`config.mk`:
```
export PLATFORM = sky130hd
export DESIGN_NAME = async_fifo_wptr_ctl
export DESIGN_NICKNAME = d
export VERILOG_FILES = /design/src/rtl/async_fifo_wptr_ctl.sv
export SDC_FILE = /design/constraint.sdc
export NUM_CORES = 1
export LEC_CHECK = 0
export CAP_MARGIN = 20
export CORE_MARGIN = 2
export CORE_UTILIZATION = 44
export DETAILED_ROUTE_END_ITERATION = 10
export MAX_ROUTING_LAYER = met4
export PLACE_DENSITY = 0.74
export SLEW_MARGIN = 10
export SYNTH_ARGS = -nofsm -noshare
export SYNTH_HDL_FRONTEND = slang
export SYNTH_SLANG_ARGS = --single-unit
```
`constraint.sdc`:
```
create_clock -name wclk -period 5.51 [get_ports wclk]
set_input_delay 1.3775 -clock wclk [delete_from_list [all_inputs] [get_ports wclk]]
set_output_delay 1.3775 -clock wclk [all_outputs]
set_load 0.005 [all_outputs]
```
`src/rtl/async_fifo_wptr_ctl.sv`:
```
// Write-side pointer, full/almost-full and fill-level controller for the async FIFO (wclk domain).
// Optional sticky overflow flag is built when ASYNC_FIFO_WOVF_EN is defined.
module async_fifo_wptr_ctl #(
  parameter int unsigned ADDRSIZE    = 4,
  parameter int unsigned SYNC_STAGES = 2
) (
  input  logic                wclk,
  input  logic                wrst_n,
  input  logic                winc,
  input  logic [ADDRSIZE:0]   rptr,
  input  logic [ADDRSIZE:0]   afull_lvl,
  input  logic                wovf_clr,
  output logic [ADDRSIZE-1:0] waddr,
  output logic [ADDRSIZE:0]   wptr,
  output logic                wfull,
  output logic                walmost_full,
  output logic [ADDRSIZE:0]   wlevel,
  output logic                wovf
);

  localparam int unsigned PW = ADDRSIZE + 1;

  logic [PW-1:0] sync_q [SYNC_STAGES];
  logic [PW-1:0] sync_d [SYNC_STAGES];
  logic [PW-1:0] wbin_q, wbin_d;
  logic [PW-1:0] wptr_q, wptr_d;
  logic [PW-1:0] wlevel_q, wlevel_d;
  logic          wfull_q, wfull_d;
  logic          walmost_full_q, walmost_full_d;
  logic          wen;
  logic [PW-1:0] wq_rptr;
  logic [PW-1:0] rbin;

  // Plain flop chain bringing the Gray read pointer into wclk
  always_comb begin
    for (int unsigned i = 0; i < SYNC_STAGES; i++) begin
      sync_d[i] = (i == 0) ? rptr : sync_q[i-1];
    end
    wq_rptr = sync_q[SYNC_STAGES-1];
  end

  // Gray-to-binary via XOR prefix from the MSB
  always_comb begin
    rbin         = '0;
    rbin[PW-1]   = wq_rptr[PW-1];
    for (int i = int'(PW) - 2; i >= 0; i--) begin
      rbin[i] = rbin[i+1] ^ wq_rptr[i];
    end
  end

  always_comb begin
    wen            = winc & ~wfull_q;
    wbin_d         = wbin_q + PW'(wen);
    wptr_d         = (wbin_d >> 1) ^ wbin_d;
    // Full when the write pointer is exactly one lap ahead of the synced read pointer
    wfull_d        = (wptr_d == {~wq_rptr[ADDRSIZE:ADDRSIZE-1], wq_rptr[ADDRSIZE-2:0]});
    wlevel_d       = wbin_d - rbin;
    walmost_full_d = (wlevel_d >= afull_lvl);
  end

  always_ff @(posedge wclk) begin
    if (!wrst_n) begin
      for (int unsigned i = 0; i < SYNC_STAGES; i++) begin
        sync_q[i] <= '0;
      end
      wbin_q         <= '0;
      wptr_q         <= '0;
      wlevel_q       <= '0;
      wfull_q        <= 1'b0;
      walmost_full_q <= 1'b0;
    end else begin
      for (int unsigned i = 0; i < SYNC_STAGES; i++) begin
        sync_q[i] <= sync_d[i];
      end
      wbin_q         <= wbin_d;
      wptr_q         <= wptr_d;
      wlevel_q       <= wlevel_d;
      wfull_q        <= wfull_d;
      walmost_full_q <= walmost_full_d;
    end
  end

  assign waddr        = wbin_q[ADDRSIZE-1:0];
  assign wptr         = wptr_q;
  assign wfull        = wfull_q;
  assign walmost_full = walmost_full_q;
  assign wlevel       = wlevel_q;

`ifdef ASYNC_FIFO_WOVF_EN
  logic wovf_q, wovf_d;

  // Sticky overflow; a dropped write outranks a same-cycle clear
  always_comb begin
    wovf_d = wovf_q;
    if (wovf_clr) wovf_d = 1'b0;
    if (winc & wfull_q) wovf_d = 1'b1;
  end

  always_ff @(posedge wclk) begin
    if (!wrst_n) wovf_q <= 1'b0;
    else         wovf_q <= wovf_d;
  end

  assign wovf = wovf_q;
`else
  logic unused_wovf_clr;
  assign unused_wovf_clr = wovf_clr;
  assign wovf            = 1'b0;
`endif

endmodule
```
* Word-level counts from Yosys, hierarchy flattened
Memory sizes are Yosys's and may differ from the RTL's. Cells that the tools add are included.
Operators by class: add/sub/neg operators 2, $lt $le $gt $ge 1, equality and inequality tests 1, mux-type cells 4, bitwise operators 10
Operators with widths (count):
- two-way mux 5 bit | 2
- adder 5 x 1 -> 5 bit | 1
- equality test 5 bit | 1
- greater-or-equal comparator 5 bit | 1
- subtractor 5 bit | 1
- XOR 4 x 5 -> 5 bit | 1
- XOR 1 bit | 4
- two-way mux 1 bit | 2
- NOT 2 bit | 1
- bitwise OR 1 bit | 2
- bitwise AND 1 bit | 1
- NOT 1 bit | 1
Storage, ports and cells: register bits after elaboration 17, RAM bits 10, input port bits 14, output and inout bits 17, word-level logic and storage cells 24, memories kept 1
Memories:
- sync_q | depth 2, bits a word 5, read ports 2, clocked after Yosys merged registers in 0, write ports 2, line 23 | logic [PW-1:0] sync_q [SYNC_STAGES];

* Logic depth before layout (Yosys ltp)
Gate-level depths: netlist (run 1). An unclocked memory read counts as a cell.
word-level depth 7, gate-level depth with buffers 13, gate-level depth less buffers 13

* Worst setup path before layout (run 1)
No wires, ideal clock.
kind input to register, start input port winc, end register walmost_full_q, in the netlist walmost_full, setup time 122 ps, data arrival time 3403 ps, data required time 5388 ps, slack 1985 ps, stages 11, path buffers 0, cell sequence nor2b_1 -> ha_1 -> ha_1 -> xor2_2 -> ha_1 -> a21o_1 -> a21oi_1 -> xnor2_1 -> ha_1 -> o21ai_0 -> a21oi_1
On the way: cells in the longest elaborated chain, start to end 4
RTL lines:
- start: declaration | line 9 | input logic winc,
- bitwise AND 1 bit | line 52 | wen = winc & ~wfull_q;
- adder 5 x 1 -> 5 bit | line 53 | wbin_d = wbin_q + PW'(wen);
- net wbin_d[2] | line 25 | logic [PW-1:0] wbin_q, wbin_d;
- subtractor 5 bit | line 57 | wlevel_d = wbin_d - rbin;
- net wlevel_d[4] | line 27 | logic [PW-1:0] wlevel_q, wlevel_d;
- greater-or-equal comparator 5 bit | line 58 | walmost_full_d = (wlevel_d >= afull_lvl);
- end signal: assignment | line 79 | walmost_full_q <= walmost_full_d;
- end: declaration | line 29 | logic walmost_full_q, walmost_full_d;
The timed path passes the listed nets, and every way through them passes these cells. A chain may end at the register's enable or synchronous reset.

* Final worst setup path (run 1)
Ends and elaborated chain as after synthesis.

==> metrics.md, run 1 <==
| Metric | Value |
|---|---|
| Later-pin clock latency in the skew report | `320 ps` |
| Detailed Routing Iterations Pass 1 | `3` |
| CP endpoint kind | `flop` |
| IO buf count | `28` |
| Site Rows | `18` |
| Fin nets | `174` |
| Seq/Total Area, Yosys | `44.5%` |
| DP Area | `1470 sq um` |
| Fmax | `259 MHz` |
| Die Area | `3090 sq um` |
| Die height | `55.6 um` |
| R2r worst-path depth | `13` |
| Filler cells | `218` |
| Arrival time worst endpoint | `4080 ps` |
| Util after Layout | `61.0%` |
| Max-cap viol count | `0` |
| Core Region | `2500 sq um` |
| ANT cells | `0` |
| Residual DRC count | `0` |
| Switching share of power | `24.7%` |
| Max-slew violations | `0` |
| GRT Residual Overflow | `0` |
| Final Total Pwr | `~470 uW` |
| CP startpoint | `winc` |
| Syn Area/Cell | `between 9 and 10 sq um` |
| Vias in the first global route | `slightly below 800` |
| End of the worst register-to-register path | `walmost_full$_SDFF_PN0_` |
| Mapped Cells | `around 120` |
| # IOs | `31` |
| Synth Area in XOR/XNOR | `around 15%` |
| Clock Path Buffers | `2` |
| Routed Wire Length | `1810 um` |
| CTS tree | `done` |
| Post-route clock period utilization | `a little over two thirds` |
| Sequential share of power | `between 40% and 50%` |
| Relative slew slack | `a little under two thirds` |
| FF-to-FF setup slack | `2570 ps` |
| H-tree depth | `1` |
| Leak pwr | `0.000674 uW` |
| Synth Area in Compound Gates | `5.56%` |
| Hold/Removal Path Class | `flop to flop` |
| Final Wtd Congestion | `0.728` |
| DR WL/cell | `10.2 um` |
| Simple-Gate Fraction of Synth Area | `16.3%` |
| Num CTS Buffers | `3` |
| Post_cts resized | `0` |
| Routed vias | `between 800 and 900` |
| Crit Path Max Fanout | `7` |
| Ys Warns | `0` |
| Tmin final | `3860 ps` |
| Status | `finished, final reports clean` |
| Post-route design area | `1530 sq um` |
| # setup viols final | `0` |
| Vias per inst | `~4.6` |
| Gate power share | `27.2%` |
| RSZ-0062 raised after global routing | `false` |
| Post-synth cell types | `24` |
| Cell at the root of the clock tree | `clkbuf_4` |
| Total GRT Usage | `12.8%` |
| Synth Area in Adders | `13.5%` |
| Clock Skew | `8.09 ps` |
| Layout cells sized above 1 | `about 5.4%` |
| First-pass GRT wire length | `3100 um` |
| Clock share of power | `between 20% and 30%` |
| Setup WS post-layout | `1650 ps` |
| Main combinational cell family by area after synthesis | `simple AND/OR/NAND/NOR gates` |
| Crit path to | `walmost_full$_SDFF_PN0_` |
| Hold-fix buffers, CTS | `0` |
| NetSw | `approximately 120 uW` |
| P_int | `352 uW` |
| Synth-to-Final Area Change | `30.4%` |
| Post-Synthesis Cell Area | `around 1200 sq um` |
| Pin count of the biggest net entering global routing | `17` |
| Worst path required time | `5730 ps` |
| DRT antenna net count | `0` |
| VDD IR-drop max | `0.243 mV` |
| Pwr dens | `306 nW/um^2` |
| Syn_nets | `144` |
| Initial antenna violation count | `0` |
| Post-CTS Setup Bufs | `0` |
| RR Startpoint | `sync_q[0][9]$_SDFF_PN0_` |
| FF+latch count, synth | `26` |
| Total clock sinks | `26` |
| CP startpoint kind | `primary input` |
| Multiplexer share of the synthesized area | `0%` |
| Clk pin slew, worst setup/hold paths | `130 ps` |
| Worst Tran Pin Value | `539 ps` |
| Die W | `55.6 um` |
| Setup TNS | `0 ps` |
| Dpl ws | `1270 ps` |
| Crit path kind | `primary input to flop` |
| Final hold vios | `0` |
| Post-DP HPWL | `roughly 1500 um` |
| DR iter-0 viols | `4` |
| Starting Density | `46.8%` |
==> worst max-delay path, cell delays in order <==
cell	delay, ps
clkdlybuf4s50_1	460
nor2b_1	140
ha_1	180
ha_1	220
xor2_2	370
ha_1	340
a21o_1	170
a21oi_1	170
xnor2_1	180
ha_1	270
o21ai_0	150
a21oi_1	50
==> metal layers <==
layer,track usage [%],up-vias,routed length [um]
li1,-,426,-
met1,14.3,357,820
met2,22.4,26,875
met3,2.11,2,99
met4,5.23,0,18
met5,-,-,0
==> registers in the layout, summed over array words and instances, names as in the netlist <==
signal and flops:
walmost_full 1, wptr 4, wfull 1, wbin_q 5, wlevel 5, sync_q 10
==> layout by cell type, fill, tap and decap left out <==
cell / count
nor3_1: 1
o21ai_0: 2
nor2_1: 11
clkbuf_4: 3
ha_1: 11
xor2_1: 6
inv_1: 12
a21o_1: 2
dfxtp_1: 26
fa_1: 1
clkdlybuf4s50_1: 28
nand2b_1: 1
conb_1: 1
a2111oi_2: 1
nand2_1: 1
nor2b_1: 2
and2_1: 14
or3_1: 1
a21oi_1: 5
or2_2: 1
bufinv_16: 1
and3_1: 1
nand3_1: 3
xor2_2: 2
xnor2_1: 10
==> cell families (layout without fill, tap and decap cells) <==
logic type                 Yosys count  count (layout)
other                                1               1
DFF                                 26              26
adders and majority gates           12              12
AOI/OAI and AO/OA                   10              10
xor gates and xnor gates            18              18
buffers and inverters               15              44
and+or+nand+nor                     36              36
==> power by group through the flow <==
stage,sequential (uW),combinational (uW),clock [uW]
after floorplan,217,75.0,0
after global placement,215,125,0
after detailed placement,215,129,0
after CTS,211,130,132
after global routing,213,145,138
final,211,127,129
==> metrics by stage <==
step                      hold slack [ps]  cells
final                                 452    177
after global routing                  460    177
after CTS                             453    177
after detailed placement              419    173
after floorplan                       412    118
after global placement                415    173
==> cell usage after synthesis <==
| master | n | area, sq um |
|---|---|---|
| a2111oi_2 | 1 | 15.0 |
| a21o_1 | 2 | 15.0 |
| a21oi_1 | 5 | 25.0 |
| and2_1 | 14 | 87.6 |
| and3_1 | 1 | 6.26 |
| buf_4 | 1 | 7.51 |
| clkbuf_1 | 2 | 7.51 |
| conb_1 | 1 | 3.75 |
| dfxtp_1 | 26 | 521 |
| fa_1 | 1 | 20.0 |
| ha_1 | 11 | 138 |
| inv_1 | 12 | 45.0 |
| nand2_1 | 1 | 3.75 |
| nand2b_1 | 1 | 6.26 |
| nand3_1 | 3 | 15.0 |
| nor2_1 | 11 | 41.3 |
| nor2b_1 | 2 | 12.5 |
| nor3_1 | 1 | 5.00 |
| o21ai_0 | 2 | 10.0 |
| or2_2 | 1 | 6.26 |
| or3_1 | 1 | 6.26 |
| xnor2_1 | 10 | 87.6 |
| xor2_1 | 6 | 52.6 |
| xor2_2 | 2 | 32.5 |
==> how the worst min path moves through the flow <==
stage / startpoint / to / slack [ps] / cells after the start
2_1_floorplan: sync_q[0][4]$_SDFF_PN0_ / sync_q[0][9]$_SDFF_PN0_ / 410 / 1
3_3_place_gp: sync_q[0][2]$_SDFF_PN0_ / sync_q[0][7]$_SDFF_PN0_ / 410 / 1
3_5_place_dp: sync_q[0][0]$_SDFF_PN0_ / sync_q[0][5]$_SDFF_PN0_ / 420 / 1
4_1_cts: sync_q[0][0]$_SDFF_PN0_ / sync_q[0][5]$_SDFF_PN0_ / 450 / 1
5_1_grt: sync_q[0][4]$_SDFF_PN0_ / sync_q[0][9]$_SDFF_PN0_ / 460 / 1
6_report: sync_q[0][0]$_SDFF_PN0_ / sync_q[0][5]$_SDFF_PN0_ / 450 / 1
==> final cells by class <==
cell class	instances	area (sq um)	area share (%)
Sequential cell	26	520	34.1
Clock buffer	3	22.5	1.48
Inverter	12	45.0	2.95
Multi-Input combinational cell	77	589	38.6
Tap cell	30	37.5	2.46
Timing Repair Buffer	28	280	18.4
Clock inverter	1	30.0	1.97
No activity file was read; power rests on OpenSTA's default activity.
==> inputs of run 2 (changes only) <==
clock period = 3.81 ns   (was 5.51 ns; I/O delays follow)
==> run 2 against run 1 <==
Compared with the run above:
- sequential power up 45%
- final cell count up 1.1%
- worst hold slack worse by 4.2 ps
==> metrics.md, run 2 (synthesis results as in run 1) <==
| Metric | Value |
|---|---|
| Status | `finished, final reports clean` |
| Clk pin slew, worst setup/hold paths | `130 ps` |
| DRT antenna net count | `0` |
| CP startpoint | `winc` |
| ANT cells | `0` |
| GRT Residual Overflow | `0` |
| Final hold vios | `0` |
| Switching share of power | `26.5%` |
| Crit path cell chain | `clkdlybuf4s50_1 -> nor2b_1 -> ha_1 -> nand3_1 -> xor2_1 -> inv_1 -> ha_1 -> a21oi_1 -> xnor2_1 -> ha_1 -> o21ai_0 -> a21oi_1` |
| Vias per inst | `4.63` |
| Site Rows | `18` |
| VDD IR-drop max | `0.307 mV` |
| Register area | `approximately 520 sq um` |
| Met3 usage | `4.92%` |
| Fin nets | `176` |
| P_int | `roughly 460 uW` |
| Crit path kind | `primary input to flop` |
| Worst path buffer plus inverter count | `2` |
| Initial antenna violation count | `0` |
| Met1 usage | `between 15 and 20%` |
| CTS tree | `done` |
| Routed Wire Length | `~1900 um` |
| Crit Path Max Fanout | `7` |
| Fmax | `304 MHz` |
| Commonest non-fill, non-tap cell in the layout | `clkdlybuf4s50_1` |
| Worst path depth | `12` |
| FF-to-FF setup slack | `900 ps` |
| Layout cells sized above 1 | `6.71%` |
| Residual DRC count | `0` |
| Worst path required time | `approximately 4000 ps` |
| # IOs | `31` |
| Setup WS post-layout | `518 ps` |
| Leak pwr | `~0.00068 uW` |
| Slowest Stage Delay on Critical Path | `460 ps` |
| Multi-input gate area | `589 sq um` |
| Largest register FFs | `10` |
| Core Region | `2500 sq um` |
| Clock Skew | `9.55 ps` |
| Vias in the first global route | `~790` |
| Gate power share | `30.0%` |
| H-tree depth | `1` |
| RSZ-0062 raised after global routing | `false` |
| Cell at the root of the clock tree | `clkbuf_4` |
| NetSw | `about 170 uW` |
| Hold/Removal Path Class | `flop to flop` |
| Biggest register | `sync_q` |
| Die Area | `just over 3000 sq um` |
| Sequential share of power | `48.5%` |
| Clock share of power | `about a fifth` |
| Post_cts resized | `0` |
| Starting Density | `46.8%` |
| IO buf count | `28` |
| Slowest-stage cell, CP | `clkdlybuf4s50_1` |
| Die W | `55.6 um` |
| Dpl ws | `144 ps` |
| Total clock sinks | `26` |
| DR WL/cell | `10.6 um` |
| Pwr dens | `414 nW/um^2` |
| Tmin final | `3290 ps` |
| Setup TNS | `0 ps` |
| Routed vias | `828` |
| Max-slew violations | `0` |
| Post-DP HPWL | `between 1500 and 2000 um` |
| Commonest cells after routing, fill and taps aside | `clkdlybuf4s50_1, dfxtp_1, and2_1` |
| Synth-to-Final Area Change | `30.3%` |
| Cell mode on critical path | `ha_1` |
| R2r worst-path depth | `12` |
| Clock Path Buffers | `2` |
| Hold-fix buffers, CTS | `0` |
| Post-route clock period utilization | `86.4%` |
| Filler cells | `212` |
| Crit-path leading delay family | `adder cells` |
| Total GRT Usage | `between 10 and 15%` |
| CP endpoint kind | `flop` |
| Post-CTS Setup Bufs | `0` |
| Detailed Routing Iterations Pass 1 | `2` |
| First-pass GRT wire length | `3280 um` |
| GR peak layer | `met2` |
| Crit path to | `walmost_full$_SDFF_PN0_` |
| End of the worst register-to-register path | `walmost_full$_SDFF_PN0_` |
| DR iter-0 viols | `2` |
| # setup viols final | `0` |
| Later-pin clock latency in the skew report | `roughly 320 ps` |
| Num CTS Buffers | `3` |
| Arrival time worst endpoint | `between 3000 and 4000 ps` |
| Pin count of the biggest net entering global routing | `17` |
| RR Startpoint | `sync_q[0][9]$_SDFF_PN0_` |
| CP startpoint kind | `primary input` |
| Max-cap viol count | `0` |
| Final Wtd Congestion | `0.743` |
| M2 GR Usage | `about 22%` |
| Die height | `approximately 56 um` |
[run 2: through the flow]
stage	instance area (sq um)	instances	util (%)	total power [uW]	hold WS, ps
global route	1520	179	61.0	675	459
floorplan	1170	118	-	422	412
CTS	1520	179	61.0	639	451
detailed placement	1490	175	59.5	503	419
finish	1520	179	61.0	630	447
global placement	1490	175	59.5	494	415
[run 2: area by class of cell]
cell class,count,area share (%)
clock buffer,4,2.38
timing repair buffer,30,19.4
multi-input combinational,77,38.7
sequential,26,34.2
inverter,12,2.96
tap,30,2.46
[run 2: worst reg2reg max path, stage by stage (launching register included)]
cell	delay, ps
dfxtp_1	350
xnor2_1	250
xor2_1	250
xor2_1	290
xnor2_1	110
ha_1	210
fa_1	510
inv_1	50
ha_1	270
a21oi_1	150
nor2b_1	60
o21ai_0	210
a21oi_1	100
[run 2: power groups by stage]
stage          logic [uW]  clock network, uW  registers, uW
6_report              189                135            306
5_1_grt               218                149            308
4_1_cts               193                140            306
3_5_place_dp          190                  0            313
3_3_place_gp          183                  0            311
2_1_floorplan         109                  0            314
[run 2: metal layers]
| layer | share of wire (%) | wire length [um] |
|---|---|---|
| met1 | 43 | 819 |
| met2 | 47 | 894 |
| met3 | 5.9 | 111 |
| met4 | 3.5 | 66 |
| met5 | 0 | 0 |
[run 2: how the worst min path moves through the flow]
stage | startpoint | endpoint | depth (start not counted)
floorplan | sync_q[0][4]$_SDFF_PN0_ | sync_q[0][9]$_SDFF_PN0_ | 1
finish | sync_q[0][0]$_SDFF_PN0_ | sync_q[0][5]$_SDFF_PN0_ | 1
detailed placement | sync_q[0][0]$_SDFF_PN0_ | sync_q[0][5]$_SDFF_PN0_ | 1
global placement | sync_q[0][2]$_SDFF_PN0_ | sync_q[0][7]$_SDFF_PN0_ | 1
global route | sync_q[0][4]$_SDFF_PN0_ | sync_q[0][9]$_SDFF_PN0_ | 1
CTS | sync_q[0][0]$_SDFF_PN0_ | sync_q[0][5]$_SDFF_PN0_ | 1
==> inputs of run 3 (changes only) <==
--- a/config.mk
+++ b/config.mk
@@ -9,4 +9,5 @@
 export CORE_MARGIN = 2
 export CORE_UTILIZATION = 44
+export CTS_BUF_LIST = sky130_fd_sc_hd__clkbuf_8
 export DETAILED_ROUTE_END_ITERATION = 10
 export MAX_ROUTING_LAYER = met4
==> constraint.sdc (replaced) <==
create_clock -name wclk -period 3.81 [get_ports wclk]
set_input_delay 0.9525 -clock wclk [delete_from_list [all_inputs] [get_ports wclk]]
set_output_delay 0.9525 -clock wclk [all_outputs]
set_load 0.05 [all_outputs]
==> run 3 against run 2 <==
Compared with the run above:
- register-to-register slack about the same
- total power increased by 17%
- worst hold slack got worse by 11 ps
- highest routed layer unchanged
- clock-buffer cell count unchanged
- wire length increased by 0.32%
- critical endpoint unchanged
- die area unchanged
- clock skew decreased by 4.6 ps
- largest power group unchanged
- final area increased by 1.2%
==> metrics.md, run 3 (synthesis results as in run 1) <==
| Metric | Value |
|---|---|
| Crit path cell chain | `clkdlybuf4s50_1 -> nor2b_1 -> ha_1 -> nand3_1 -> xor2_1 -> inv_1 -> ha_1 -> a21oi_1 -> xnor2_1 -> ha_1 -> o21ai_0 -> a21oi_1` |
| Site Rows | `18` |
| # setup viols final | `0` |
| Switching share of power | `between 30% and 40%` |
| NetSw | `240 uW` |
| Max-slew violations | `0` |
| Later-pin clock latency in the skew report | `260 ps` |
| Final hold vios | `0` |
| Leak pwr | `0.000686 uW` |
| Filler cells | `210` |
| VDD IR-drop max | `0.375 mV` |
| Setup TNS | `0 ps` |
| Cell at the root of the clock tree | `clkbuf_8` |
| Status | `finished, final reports clean` |
| Slowest Stage Delay on Critical Path | `about 460 ps` |
| IO buf count | `28` |
| Max-cap viol count | `0` |
| Post-CTS Setup Bufs | `0` |
| Clock share of power | `23.2%` |
| Routed vias | `around 820` |
| P_int | `between 400 and 500 uW` |
| CP startpoint kind | `primary input` |
| Post-DP HPWL | `roughly 1500 um` |
| Initial antenna violation count | `0` |
| GRT Residual Overflow | `0` |
| Residual DRC count | `0` |
| Gate power share | `35.4%` |
| H-tree depth | `1` |
| Cell mode on critical path | `ha_1` |
| First-pass GRT wire length | `about 3200 um` |
| Worst path required time | `3960 ps` |
| CTS tree | `done` |
| Pin count of the biggest net entering global routing | `17` |
| Num CTS Buffers | `3` |
| Fin nets | `~180` |
| Hold/Removal Path Class | `flop to flop` |
| Biggest register | `sync_q` |
| Commonest non-fill, non-tap cell in the layout | `clkdlybuf4s50_1` |
| Detailed Routing Iterations Pass 1 | `2` |
| Clk pin slew, worst setup/hold paths | `80 ps` |
| Worst Tran Pin Value | `about 500 ps` |
| Die height | `55.6 um` |
| Post-route clock period utilization | `88.2%` |
| Crit Path Max Fanout | `7` |
| ANT cells | `0` |
| Routed Wire Length | `between 1500 and 2000 um` |
| Hold-fix buffers, CTS | `0` |
| Fmax | `298 MHz` |
| Total clock sinks | `26` |
| CP endpoint kind | `flop` |
| Vias per inst | `roughly 4.6` |
| DRT antenna net count | `0` |
| Layout cells sized above 1 | `6.71%` |
| Relative slew slack | `66.7%` |
| Largest register FFs | `10` |
| Final Wtd Congestion | `approximately 0.74` |
| Core Region | `2500 sq um` |
| Synth-to-Final Area Change | `31.9%` |
| Die Area | `roughly 3100 sq um` |
| Post_cts resized | `0` |
| Starting Density | `46.8%` |
| Clock Path Buffers | `2` |
| Vias in the first global route | `a little under 800` |
| Commonest cells after routing, fill and taps aside | `clkdlybuf4s50_1, dfxtp_1, and2_1` |
| Crit-path leading delay family | `adder cells` |
| Pwr dens | `478 nW/um^2` |
| Sequential share of power | `41.5%` |
| Slowest-stage cell, CP | `clkdlybuf4s50_1` |
| Util after Layout | `61.7%` |
| Crit path kind | `primary input to flop` |
| DR iter-0 viols | `3` |
| RSZ-0062 raised after global routing | `false` |
| DR WL/cell | `10.6 um` |
| Tmin final | `around 3400 ps` |
| Total GRT Usage | `between 10% and 20%` |
| # IOs | `31` |
| Die W | `55.6 um` |
| Clock Skew | `4.96 ps` |
| Worst path buffer plus inverter count | `2` |
| Arrival time worst endpoint | `3510 ps` |
==> run 3: final timing paths <==
kind / slack, ps / to / start / cells past startpoint
max: 450 / walmost_full$_SDFF_PN0_ / winc / 12
min: 440 / sync_q[0][5]$_SDFF_PN0_ / sync_q[0][0]$_SDFF_PN0_ / 1
max reg2reg: 910 / walmost_full$_SDFF_PN0_ / sync_q[0][9]$_SDFF_PN0_ / 12
min reg2reg: 440 / sync_q[0][5]$_SDFF_PN0_ / sync_q[0][0]$_SDFF_PN0_ / 1
==> run 3: through the flow <==
step	setup slack (ps)	cells	total power [uW]	cell area (sq um)	hold slack, ps
final	450	179	737	1540	436
after global routing	145	179	783	1540	447
after CTS	404	179	747	1540	440
after detailed placement	144	175	574	1490	419
after global placement	212	175	565	1490	415
after floorplan	685	118	494	1170	412
==> run 3: per-layer routing <==
layer	wire (um)	track usage, %	up-vias
li1	-	-	429
met1	834	15.3	360
met2	935	22.8	30
met3	112	4.92	2
met4	14	4.18	0
met5	0	-	-
==> run 3: final cells by class <==
type / count / area, sq um / share of cell area (%)
clock buffers: 4 / 55.1 / 3.57
inverters: 12 / 45.0 / 2.92
multi-input cells: 77 / 589 / 38.2
flip-flops and latches: 26 / 520 / 33.7
well taps: 30 / 37.5 / 2.43
repair buffers: 30 / 295 / 19.1
==> run 3: power groups by stage <==
stage | clock [uW] | sequential, uW | combinational, uW
finish | 171 | 306 | 261
global route | 186 | 308 | 289
CTS | 177 | 306 | 264
detailed placement | 0 | 313 | 262
global placement | 0 | 311 | 254
floorplan | 0 | 383 | 110
==> run 3: worst reg2reg max path, stage by stage, from the launching register on <==
cell     delay (ps)
dfxtp_1         330
xnor2_1         250
xor2_1          250
xor2_1          280
xnor2_1         110
ha_1            210
fa_1            510
inv_1            50
ha_1            270
a21oi_1         150
nor2b_1          60
o21ai_0         210
a21oi_1         100
